## config.mk

```make
export PLATFORM = sky130hd
export DESIGN_NAME = mips_mc_control
export DESIGN_NICKNAME = d
export VERILOG_FILES = /design/src/rtl/mips_mc_control.sv
export SDC_FILE = /design/constraint.sdc
export NUM_CORES = 1
export LEC_CHECK = 0
export CAP_MARGIN = 20
export CORE_ASPECT_RATIO = 1.25
export CORE_MARGIN = 3
export CORE_UTILIZATION = 40
export DETAILED_ROUTE_END_ITERATION = 6
export PLACE_DENSITY = 0.71
export SLEW_MARGIN = 20
export SYNTH_ARGS = -nofsm -noshare
export SYNTH_HDL_FRONTEND = slang
export SYNTH_SLANG_ARGS = --single-unit
```

## constraint.sdc

```tcl
create_clock -name clock -period 2.65 [get_ports clock]
set_clock_uncertainty 0.2 [all_clocks]
set_input_delay 0.265 -clock clock [delete_from_list [all_inputs] [get_ports clock]]
set_output_delay 0.265 -clock clock [all_outputs]
set_load 0.1 [all_outputs]
```

## src/rtl/mips_mc_control.sv

```systemverilog
// mips_mc_control: multicycle MIPS control unit with bounded memory waits.
// Outputs decode from the current state plus mem_ready/zero, and are forced low while reset_n is low.
module mips_mc_control #(
    parameter int MEM_TIMEOUT = 15
) (
    input  logic       clock,
    input  logic       reset_n,
    input  logic [5:0] op,
    input  logic [5:0] funct,
    input  logic       zero,
    input  logic       mem_ready,
    output logic       pc_en,
    output logic       i_or_d,
    output logic       mem_read,
    output logic       mem_write,
    output logic       ir_write,
    output logic       mem_to_reg,
    output logic       reg_dst,
    output logic       reg_write,
    output logic       alu_src_a,
    output logic       instr_done,
    output logic       illegal_op,
    output logic       mem_err,
    output logic [1:0] alu_src_b,
    output logic [2:0] alu_ctl,
    output logic [1:0] pc_source,
    output logic [3:0] state
);
    typedef enum logic [3:0] {
        S_FETCH     = 4'd0,
        S_DECODE    = 4'd1,
        S_MEM_ADDR  = 4'd2,
        S_MEM_RD    = 4'd3,
        S_MEM_WB    = 4'd4,
        S_MEM_WR    = 4'd5,
        S_R_EXEC    = 4'd6,
        S_R_WB      = 4'd7,
        S_BEQ       = 4'd8,
        S_JUMP      = 4'd9,
        S_ADDI_EXEC = 4'd10,
        S_ADDI_WB   = 4'd11
    } state_t;

    localparam logic [5:0] OP_R    = 6'h00;
    localparam logic [5:0] OP_LW   = 6'h23;
    localparam logic [5:0] OP_SW   = 6'h2B;
    localparam logic [5:0] OP_BEQ  = 6'h04;
    localparam logic [5:0] OP_J    = 6'h02;
    localparam logic [5:0] OP_ADDI = 6'h08;

    state_t     r_state;
    state_t     w_next;
    logic [7:0] r_wait_cnt;
    logic       r_is_sw;
    logic       w_funct_ok;
    logic       w_op_ok;
    logic       w_wait_st;
    logic       w_timeout;
    logic [2:0] w_funct_ctl;

    always_comb begin
        w_funct_ctl = 3'b010;
        w_funct_ok  = 1'b1;
        case (funct)
            6'h20: w_funct_ctl = 3'b010;
            6'h22: w_funct_ctl = 3'b110;
            6'h24: w_funct_ctl = 3'b000;
            6'h25: w_funct_ctl = 3'b001;
            6'h2A: w_funct_ctl = 3'b111;
            default: w_funct_ok = 1'b0;
        endcase
    end

    assign w_op_ok = (op == OP_R) ? w_funct_ok
                   : (op == OP_LW) || (op == OP_SW) || (op == OP_BEQ) || (op == OP_J) || (op == OP_ADDI);
    assign w_wait_st = (r_state == S_FETCH) || (r_state == S_MEM_RD) || (r_state == S_MEM_WR);
    // A ready in the final allowed wait cycle still completes the access.
    assign w_timeout = w_wait_st && !mem_ready && (r_wait_cnt == 8'(MEM_TIMEOUT - 1));

    always_comb begin
        w_next = S_FETCH;
        case (r_state)
            S_FETCH:     w_next = mem_ready ? S_DECODE : S_FETCH;
            S_DECODE:    w_next = !w_op_ok ? S_FETCH
                                : (op == OP_LW || op == OP_SW) ? S_MEM_ADDR
                                : (op == OP_R) ? S_R_EXEC
                                : (op == OP_BEQ) ? S_BEQ
                                : (op == OP_J) ? S_JUMP
                                : S_ADDI_EXEC;
            S_MEM_ADDR:  w_next = r_is_sw ? S_MEM_WR : S_MEM_RD;
            S_MEM_RD:    w_next = mem_ready ? S_MEM_WB : (w_timeout ? S_FETCH : S_MEM_RD);
            S_MEM_WR:    w_next = (mem_ready || w_timeout) ? S_FETCH : S_MEM_WR;
            S_R_EXEC:    w_next = S_R_WB;
            S_ADDI_EXEC: w_next = S_ADDI_WB;
            default:     w_next = S_FETCH;
        endcase
    end

    always_ff @(posedge clock or negedge reset_n) begin
        if (!reset_n) begin
            r_state    <= S_FETCH;
            r_wait_cnt <= '0;
            r_is_sw    <= 1'b0;
        end else begin
            r_state    <= w_next;
            r_wait_cnt <= (w_timeout || w_next != r_state) ? '0
                        : (w_wait_st && !mem_ready) ? r_wait_cnt + 8'd1 : r_wait_cnt;
            if (r_state == S_DECODE)
                r_is_sw <= (op == OP_SW);
        end
    end

    always_comb begin
        pc_en      = 1'b0;
        i_or_d     = 1'b0;
        mem_read   = 1'b0;
        mem_write  = 1'b0;
        ir_write   = 1'b0;
        mem_to_reg = 1'b0;
        reg_dst    = 1'b0;
        reg_write  = 1'b0;
        alu_src_a  = 1'b0;
        instr_done = 1'b0;
        illegal_op = 1'b0;
        mem_err    = 1'b0;
        alu_src_b  = 2'b00;
        alu_ctl    = 3'b000;
        pc_source  = 2'b00;
        state      = reset_n ? r_state : 4'd0;
        if (reset_n) begin
            case (r_state)
                S_FETCH: begin
                    mem_read  = 1'b1;
                    alu_src_b = 2'b01;
                    alu_ctl   = 3'b010;
                    ir_write  = mem_ready;
                    pc_en     = mem_ready;
                    mem_err   = w_timeout;
                end
                S_DECODE: begin
                    alu_src_b  = 2'b11;
                    alu_ctl    = 3'b010;
                    illegal_op = !w_op_ok;
                end
                S_MEM_ADDR, S_ADDI_EXEC: begin
                    alu_src_a = 1'b1;
                    alu_src_b = 2'b10;
                    alu_ctl   = 3'b010;
                end
                S_MEM_RD: begin
                    mem_read = 1'b1;
                    i_or_d   = 1'b1;
                    mem_err  = w_timeout;
                end
                S_MEM_WB: begin
                    reg_write  = 1'b1;
                    mem_to_reg = 1'b1;
                    instr_done = 1'b1;
                end
                S_MEM_WR: begin
                    mem_write  = 1'b1;
                    i_or_d     = 1'b1;
                    instr_done = mem_ready;
                    mem_err    = w_timeout;
                end
                S_R_EXEC: begin
                    alu_src_a = 1'b1;
                    alu_ctl   = w_funct_ctl;
                end
                S_R_WB: begin
                    reg_write  = 1'b1;
                    reg_dst    = 1'b1;
                    instr_done = 1'b1;
                end
                S_BEQ: begin
                    alu_src_a  = 1'b1;
                    alu_ctl    = 3'b110;
                    pc_source  = 2'b01;
                    pc_en      = zero;
                    instr_done = 1'b1;
                end
                S_JUMP: begin
                    pc_source  = 2'b10;
                    pc_en      = 1'b1;
                    instr_done = 1'b1;
                end
                S_ADDI_WB: begin
                    reg_write  = 1'b1;
                    instr_done = 1'b1;
                end
                default: ;
            endcase
        end
    end
endmodule

```

==> impl_results.md, run 1 <==
- Worst setup path endpoint: mem_err
- Post-CTS Setup Bufs: 0
- Critical path class: flip-flop to output pin
- CP Depth: 5
- Post-route setup slack: 0.162 ns
- Fin cells: 257
- Relative contribution of the clock network to total power: 7.0%
- Initial antenna violation count: 0
- Power Dens Cells: between 700 and 800 mW/mm^2
- Rows: 22
- Vias in the first global route: 1,461
- Hold Path Class: primary input to asynchronous set/reset pin
- Post_cts resized: 0
- Area growth from synthesis to layout: 61.2%
- Number of synthesized register bits: 13
- Met2 routed WL: 2210 um
- M1 wire length: ~1600 um
- F_max: between 400 and 500 MHz
- Area fraction of the dominant cell type after synthesis: 24.6%
- Data arrival, critical path: 2.02 ns
- DR vias: 1,541
- Number of antenna diodes: 0
- Starting DRT DRC Count: 71
- Top Ports: 39
- Crit Reg-Reg Endpoint: r_wait_cnt[1]
- Total Negative Setup Slacks: 0 ns
- LEAKAGE: 0.833 nW
- Required time at the endpoint of the critical path: around 2.2 ns
- CP max FO: 11
- Max-cap violations: 0
- Routed WL per cell: approximately 16 um
- Synth Area per Inst: between 7 and 8 um^2
- Cell type group with the largest total delay on the critical path: simple AND/OR/NAND/NOR gates
- Register-to-register setup slack: 0.30 ns
- Yosys cell types: 47
- Period utilization: 93.9%
- Layout net count: 240
- Hold bufs inserted after CTS: 0
- Syn_nets: 191
- Initial Utilization: 43.3%
- Deepest clock path buffer count: 2
- Pin count of the biggest net entering global routing: 20
- Skew-Pair Late Insertion Delay: 0.27 ns
- Share of total power in sequential cells: a little under a fifth
- Detailed-routed wire length on met3: 218 um
- Reg2reg start: r_state[1]
- Async set-reset flop share out of synthesis: 100%
- Number of nets with antenna violations after detailed routing: 0
- Die extent in x: between 50 and 60 um
- Pre-CTS worst setup slack: 0.0101 ns
- Highest layer used for signal routing: met4
- Power dissipated by switching net loads: about 940 uW
- Unrepaired setup endpoints after global routing: no
- Final global-route overflow total: 0
- Cell area after technology mapping: 0.00132 mm^2
- Share of total power consumed by net switching: 55.1%
- Internal portion of total power: 765 uW
- Core Footprint: just over 0.003 mm^2
- Combinational group share of total power: 74.4%
- Most used DFF post-synth: sky130_fd_sc_hd__dfrtp_1
- Post-synth EDFFs: 0
- Count of pins over their slew limit: 0
- Worst max-slew margin expressed relative to the limit: 54.4%
- CTS buffer count: 3
- Sequential cell area fraction in the yosys report: 24.6%
- Cell chosen for the clock root: sky130_fd_sc_hd__clkbuf_4
- Period minus WS final: between 2 and 2.5 ns
- Most common cell in the netlist: sky130_fd_sc_hd__nor2_1
- Wire length of the first global-routing pass: approximately 7000 um
- Startpoint type of the worst setup path: flip-flop
- Clock tree from TritonCTS: yes
- Count of yosys warnings during synthesis: 0
- Crit path buf inv count: 1
- Longest individual stage delay on the worst path: 0.57 ns
- Max rail drop VDD: 586 uV
- H-tree levels: 1
- Startpoint of the most critical setup path: r_state[1]
- Final RePlAce weighted congestion: 0.783
- Worst setup EP type: output pin
- Synth area leader: sky130_fd_sc_hd__dfrtp_1
- Number of placed cells counting well taps: 253
- Ranking of synthesized cells by area: sky130_fd_sc_hd__dfrtp_1 25%, sky130_fd_sc_hd__nor2_1 6.2%, sky130_fd_sc_hd__nor3_1 5.7%
- Die Y: 70.3 um
- GRT Overall Usage: 21.6%
- CTS clk-pin slew, worst paths: 0.07 ns
- Cells traversed along the worst timing path: or4_1 -> o22ai_2 -> nand2_2 -> nor2_2 -> buf_12
- Count of TritonRoute iterations in the first routing pass: 4
- Die area: 0.00404 mm^2
- Hold Worst Slack: 0.193 ns
- Count of port buffers added during placement: 38
- Cell types with the highest counts after synthesis: 22 x sky130_fd_sc_hd__nor2_1, 15 x sky130_fd_sc_hd__nor3_1, 13 x sky130_fd_sc_hd__dfrtp_1
- # clock sinks: 13
- Outcome: finished, final reports clean
- Final Hold Vio Count: 0
- Mapped Cells: 173
- Library cell contributing the largest single delay on the critical path: sky130_fd_sc_hd__or4_1
- Fraction of layout cells with a size suffix above 1: 29.9%
- Detailed placer's ending HPWL: 3420 um
- Via density per instance: 6.00
- Post-detailed-routing wire length: between 4000 and 5000 um
- Final-report setup violation count: 0
- Slew @ Worst Pin: 0.683 ns
- Detailed-route DRC error count: 0
- R2R cell count: 6
## worst min-delay path by stage
stage	startpoint	end	slack, ns	cells after the start
3_5_place_dp	r_is_sw	r_is_sw	0.35	2
4_1_cts	reset_n	r_is_sw	0.19	2
3_3_place_gp	r_is_sw	r_is_sw	0.35	2
2_1_floorplan	reset_n	r_is_sw	-0.23	0
6_report	reset_n	r_is_sw	0.19	2
5_1_grt	reset_n	r_is_sw	0.20	2
## registers in the layout, indices dropped and copies added, names as in the netlist
| signal | cells |
|---|---|
| r_wait_cnt | 8 |
| r_state | 4 |
| r_is_sw | 1 |
## power groups by stage
stage / Clock (mW) / Combinational (mW) / Sequential [mW]
after floorplan: 0 / 0.882 / 0.255
after CTS: 0.123 / 1.27 / 0.312
after detailed placement: 0 / 1.27 / 0.317
final: 0.120 / 1.27 / 0.316
after global placement: 0 / 1.25 / 0.312
after global routing: 0.139 / 1.35 / 0.325
## through the flow
stage / total power [mW] / area (um^2) / util, %
3_5_place_dp: 1.59 / 2100 / 68.8
2_1_floorplan: 1.14 / 1380 / -
3_3_place_gp: 1.56 / 2100 / 68.8
4_1_cts: 1.71 / 2130 / 69.6
6_report: 1.71 / 2130 / 69.8
5_1_grt: 1.82 / 2130 / 69.8
## cell type report
type	instances	area (um^2)
Fill cell	237	922
Tap cell	36	45.0
Sequential cell	13	329
Inverter	10	37.5
Clock buffer	4	26.3
Multi-Input combinational cell	141	972
Timing Repair Buffer	53	723
## worst reg2reg max path, delay by kind of cell, from the launching register on
| family | cells | cell delay, ns |
|---|---|---|
| compound gates | 2 | 0.79 |
| simple gates | 3 | 0.54 |
| buf+inv | 1 | 0.21 |
| flops | 1 | 0.49 |
## per-layer routing
metal / vias up / track usage [%]
met2: 63 / 38.4
met3: 9 / 2.40
met4: 0 / 9.54
met1: 726 / 25.3
met5: - / 0
li1: 743 / -
## cells by family (layout without fill, tap and decap cells)
logic type	Yosys count	after routing	share of synthesized area, %
adders and majority gates	2	2	1.89
xor gates and xnor gates	10	10	6.62
AOI/OAI and AO/OA	36	36	21.9
DFF	13	13	24.6
buffers and inverters	19	67	6.14
and+or+nand+nor	93	93	38.8
## placed cells by master, fill, tap and decap left out, types with 2 or more instances in the layout
| master | n |
|---|---|
| sky130_fd_sc_hd__nor3b_1 | 2 |
| sky130_fd_sc_hd__dfrtp_2 | 3 |
| sky130_fd_sc_hd__nor2_2 | 4 |
| sky130_fd_sc_hd__a21oi_2 | 3 |
| sky130_fd_sc_hd__and2_1 | 2 |
| sky130_fd_sc_hd__clkbuf_4 | 3 |
| sky130_fd_sc_hd__buf_12 | 23 |
| sky130_fd_sc_hd__nand4_1 | 10 |
| sky130_fd_sc_hd__xor2_1 | 6 |
| sky130_fd_sc_hd__xnor2_1 | 4 |
| sky130_fd_sc_hd__nor2b_1 | 3 |
| sky130_fd_sc_hd__nor3_1 | 12 |
| sky130_fd_sc_hd__nor3_2 | 3 |
| sky130_fd_sc_hd__nor4_1 | 2 |
| sky130_fd_sc_hd__o21ai_0 | 9 |
| sky130_fd_sc_hd__nand2b_1 | 6 |
| sky130_fd_sc_hd__or4_1 | 2 |
| sky130_fd_sc_hd__and3_1 | 3 |
| sky130_fd_sc_hd__nor2_1 | 18 |
| sky130_fd_sc_hd__inv_1 | 10 |
| sky130_fd_sc_hd__a32oi_1 | 2 |
| sky130_fd_sc_hd__clkdlybuf4s50_1 | 15 |
| sky130_fd_sc_hd__nand2_1 | 9 |
| sky130_fd_sc_hd__ha_1 | 2 |
| sky130_fd_sc_hd__nand3_1 | 7 |
| sky130_fd_sc_hd__a21oi_1 | 5 |
| sky130_fd_sc_hd__dfrtp_1 | 10 |
| sky130_fd_sc_hd__buf_4 | 15 |
| sky130_fd_sc_hd__a2111oi_0 | 2 |
(Power assumes the default switching activity.)
==> inputs of run 2 (changes only) <==
Settings changed: CORE_UTILIZATION 40 to 45, PLACE_DENSITY 0.71 to 0.79.
Clock period 2.65 ns to 2.45 ns, I/O delays scaled along.
==> impl_results.md, run 2 (same netlist as run 1, synthesis figures left out) <==
- F_max: ~410 MHz
- Register-to-register setup slack: approximately 0.11 ns
- Core Footprint: around 0.0027 mm^2
- DR vias: 1,710
- Count of TritonRoute iterations in the first routing pass: 4
- Hold Path Class: primary input to asynchronous set/reset pin
- Data arrival, critical path: 2.00 ns
- Post-detailed-routing wire length: about 5200 um
- Worst max-slew margin expressed relative to the limit: 66.4%
- H-tree levels: 1
- Most used cells in the layout excluding fill and tap cells: 37 x sky130_fd_sc_hd__buf_4, 23 x sky130_fd_sc_hd__buf_12, 16 x sky130_fd_sc_hd__nor2_1
- GRT Overall Usage: 28.4%
- Crit Reg-Reg Endpoint: r_wait_cnt[2]
- Overall power of the completed layout: 2.06 mW
- Period utilization: 99.9%
- # clock sinks: 13
- Die area: 0.00363 mm^2
- Top Ports: 39
- Pin count of the biggest net entering global routing: 15
- Area growth from synthesis to layout: 77.6%
- Largest regs: r_wait_cnt (8), r_state (4), r_is_sw (1)
- Required time at the endpoint of the critical path: 2.01 ns
- Most frequent standard cell in the layout excluding fill and tap cells: sky130_fd_sc_hd__buf_4
- Unrepaired setup endpoints after global routing: yes
- Cell area after layout: 0.00235 mm^2
- Vias in the first global route: 1,704
- Hold Worst Slack: 0.0171 ns
- Layout net count: approximately 260
- CP max FO: 6
- Rows: 21
- Reg2reg start: r_state[2]
- Starting DRT DRC Count: 89
- Placement-stage cell area: 0.00223 mm^2
- Fraction of layout cells with a size suffix above 1: 38.7%
- Max-cap violations: 0
- Number of fill cells in the layout: 150
- Routed WL per cell: around 19 um
- Outcome: finished, final reports clean
- Hold bufs inserted after CTS: 0
- Fin cells: roughly 280
- Count of port buffers added during placement: 38
- Cell chosen for the clock root: sky130_fd_sc_hd__clkbuf_4
- Count of pins over their slew limit: 0
- Slew @ Worst Pin: 0.491 ns
- Number of antenna diodes: 0
- Number of nets with antenna violations after detailed routing: 0
- Startpoint type of the worst setup path: flip-flop
- Final-report setup violation count: 0
- Skew-Pair Late Insertion Delay: 0.27 ns
- R2R cell count: 6
- LEAKAGE: around 0.95 nW
- Final RePlAce weighted congestion: 0.854
- Deepest clock path buffer count: 2
- Critical path class: flip-flop to output pin
- CTS clk-pin slew, worst paths: around 0.080 ns
- Top register by number of flip-flops: r_wait_cnt
- Power Dens Cells: 874 mW/mm^2
- CTS buffer count: 3
- Initial Utilization: 48.4%
- Worst setup EP type: output pin
- Final global-route overflow total: 0
- Initial antenna violation count: 0
- Period minus WS final: 2.45 ns
- Die Y: ~67 um
- Layout Utilization: 86.0%
- Via density per instance: 6.17
- Clock tree from TritonCTS: yes
- Die extent in x: approximately 55 um
- Max rail drop VDD: roughly 760 uV
- Flip-flop count of the largest register, all copies and words added: 8
- Final Hold Vio Count: 0
- Number of placed cells counting well taps: 263
- Detailed-route DRC error count: 0
- Detailed placer's ending HPWL: 3750 um
- Wire length of the first global-routing pass: approximately 7800 um
run 2: worst max-delay path, stage by stage (launching register included):
cell                      delay, ns
sky130_fd_sc_hd__dfrtp_2       0.46
sky130_fd_sc_hd__or4_1         0.60
sky130_fd_sc_hd__o22ai_4       0.24
sky130_fd_sc_hd__nand2_2       0.13
sky130_fd_sc_hd__nor2_4        0.12
sky130_fd_sc_hd__buf_12        0.18
run 2: timing repair:
item                                    in CTS  in global routing
gates resized for setup                      5                  2
buffers inserted                             3                  7
endpoints found under the setup margin       3                 13
run 2: worst max path at each step:
stage | start | end | slack [ns] | cells after the start
final | r_state[1] | mem_err | 0.003 | 5
after global routing | r_state[1] | mem_err | -0.05 | 5
after CTS | r_state[1] | mem_err | 0.003 | 5
after detailed placement | op[0] | r_wait_cnt[2] | -0.1 | 7
after global placement | op[3] | r_wait_cnt[1] | -0.03 | 6
after floorplan | r_state[3] | alu_src_a | -0.41 | 4
run 2: metrics by stage:
| step | TNS [ns] | setup WS [ns] |
|---|---|---|
| after global routing | -0.159 | -0.0539 |
| after CTS | 0 | 0.00328 |
| after global placement | -0.198 | -0.0299 |
| after floorplan | -1.01 | -0.409 |
| final | 0 | 0.00294 |
| after detailed placement | -0.653 | -0.0958 |
run 2: power breakdown:
group          switching (mW)  internal, mW
Clock                  0.0658        0.0630
Combinational           0.981         0.622
Sequential             0.0723         0.252
run 2: final cells by class:
type | instances | area [um^2] | share of cell area, %
multi-input combinational | 141 | 1020 | 43.5
timing repair buffer | 75 | 888 | 37.8
sequential | 13 | 330 | 14.1
tap | 34 | 42.5 | 1.81
inverter | 10 | 41.3 | 1.76
clock buffer | 4 | 26.3 | 1.12
run 2: metal layers:
layer | share of wire [%] | wire length (um) | vias to the layer above | GRT usage (%)
li1 | - | - | 785 | -
met1 | 36 | 1900 | 786 | 32.5
met2 | 52 | 2720 | 102 | 51.3
met3 | 5.8 | 301 | 37 | 2.01
met4 | 5.6 | 291 | 0 | 13.1
met5 | 0 | 0 | - | 0
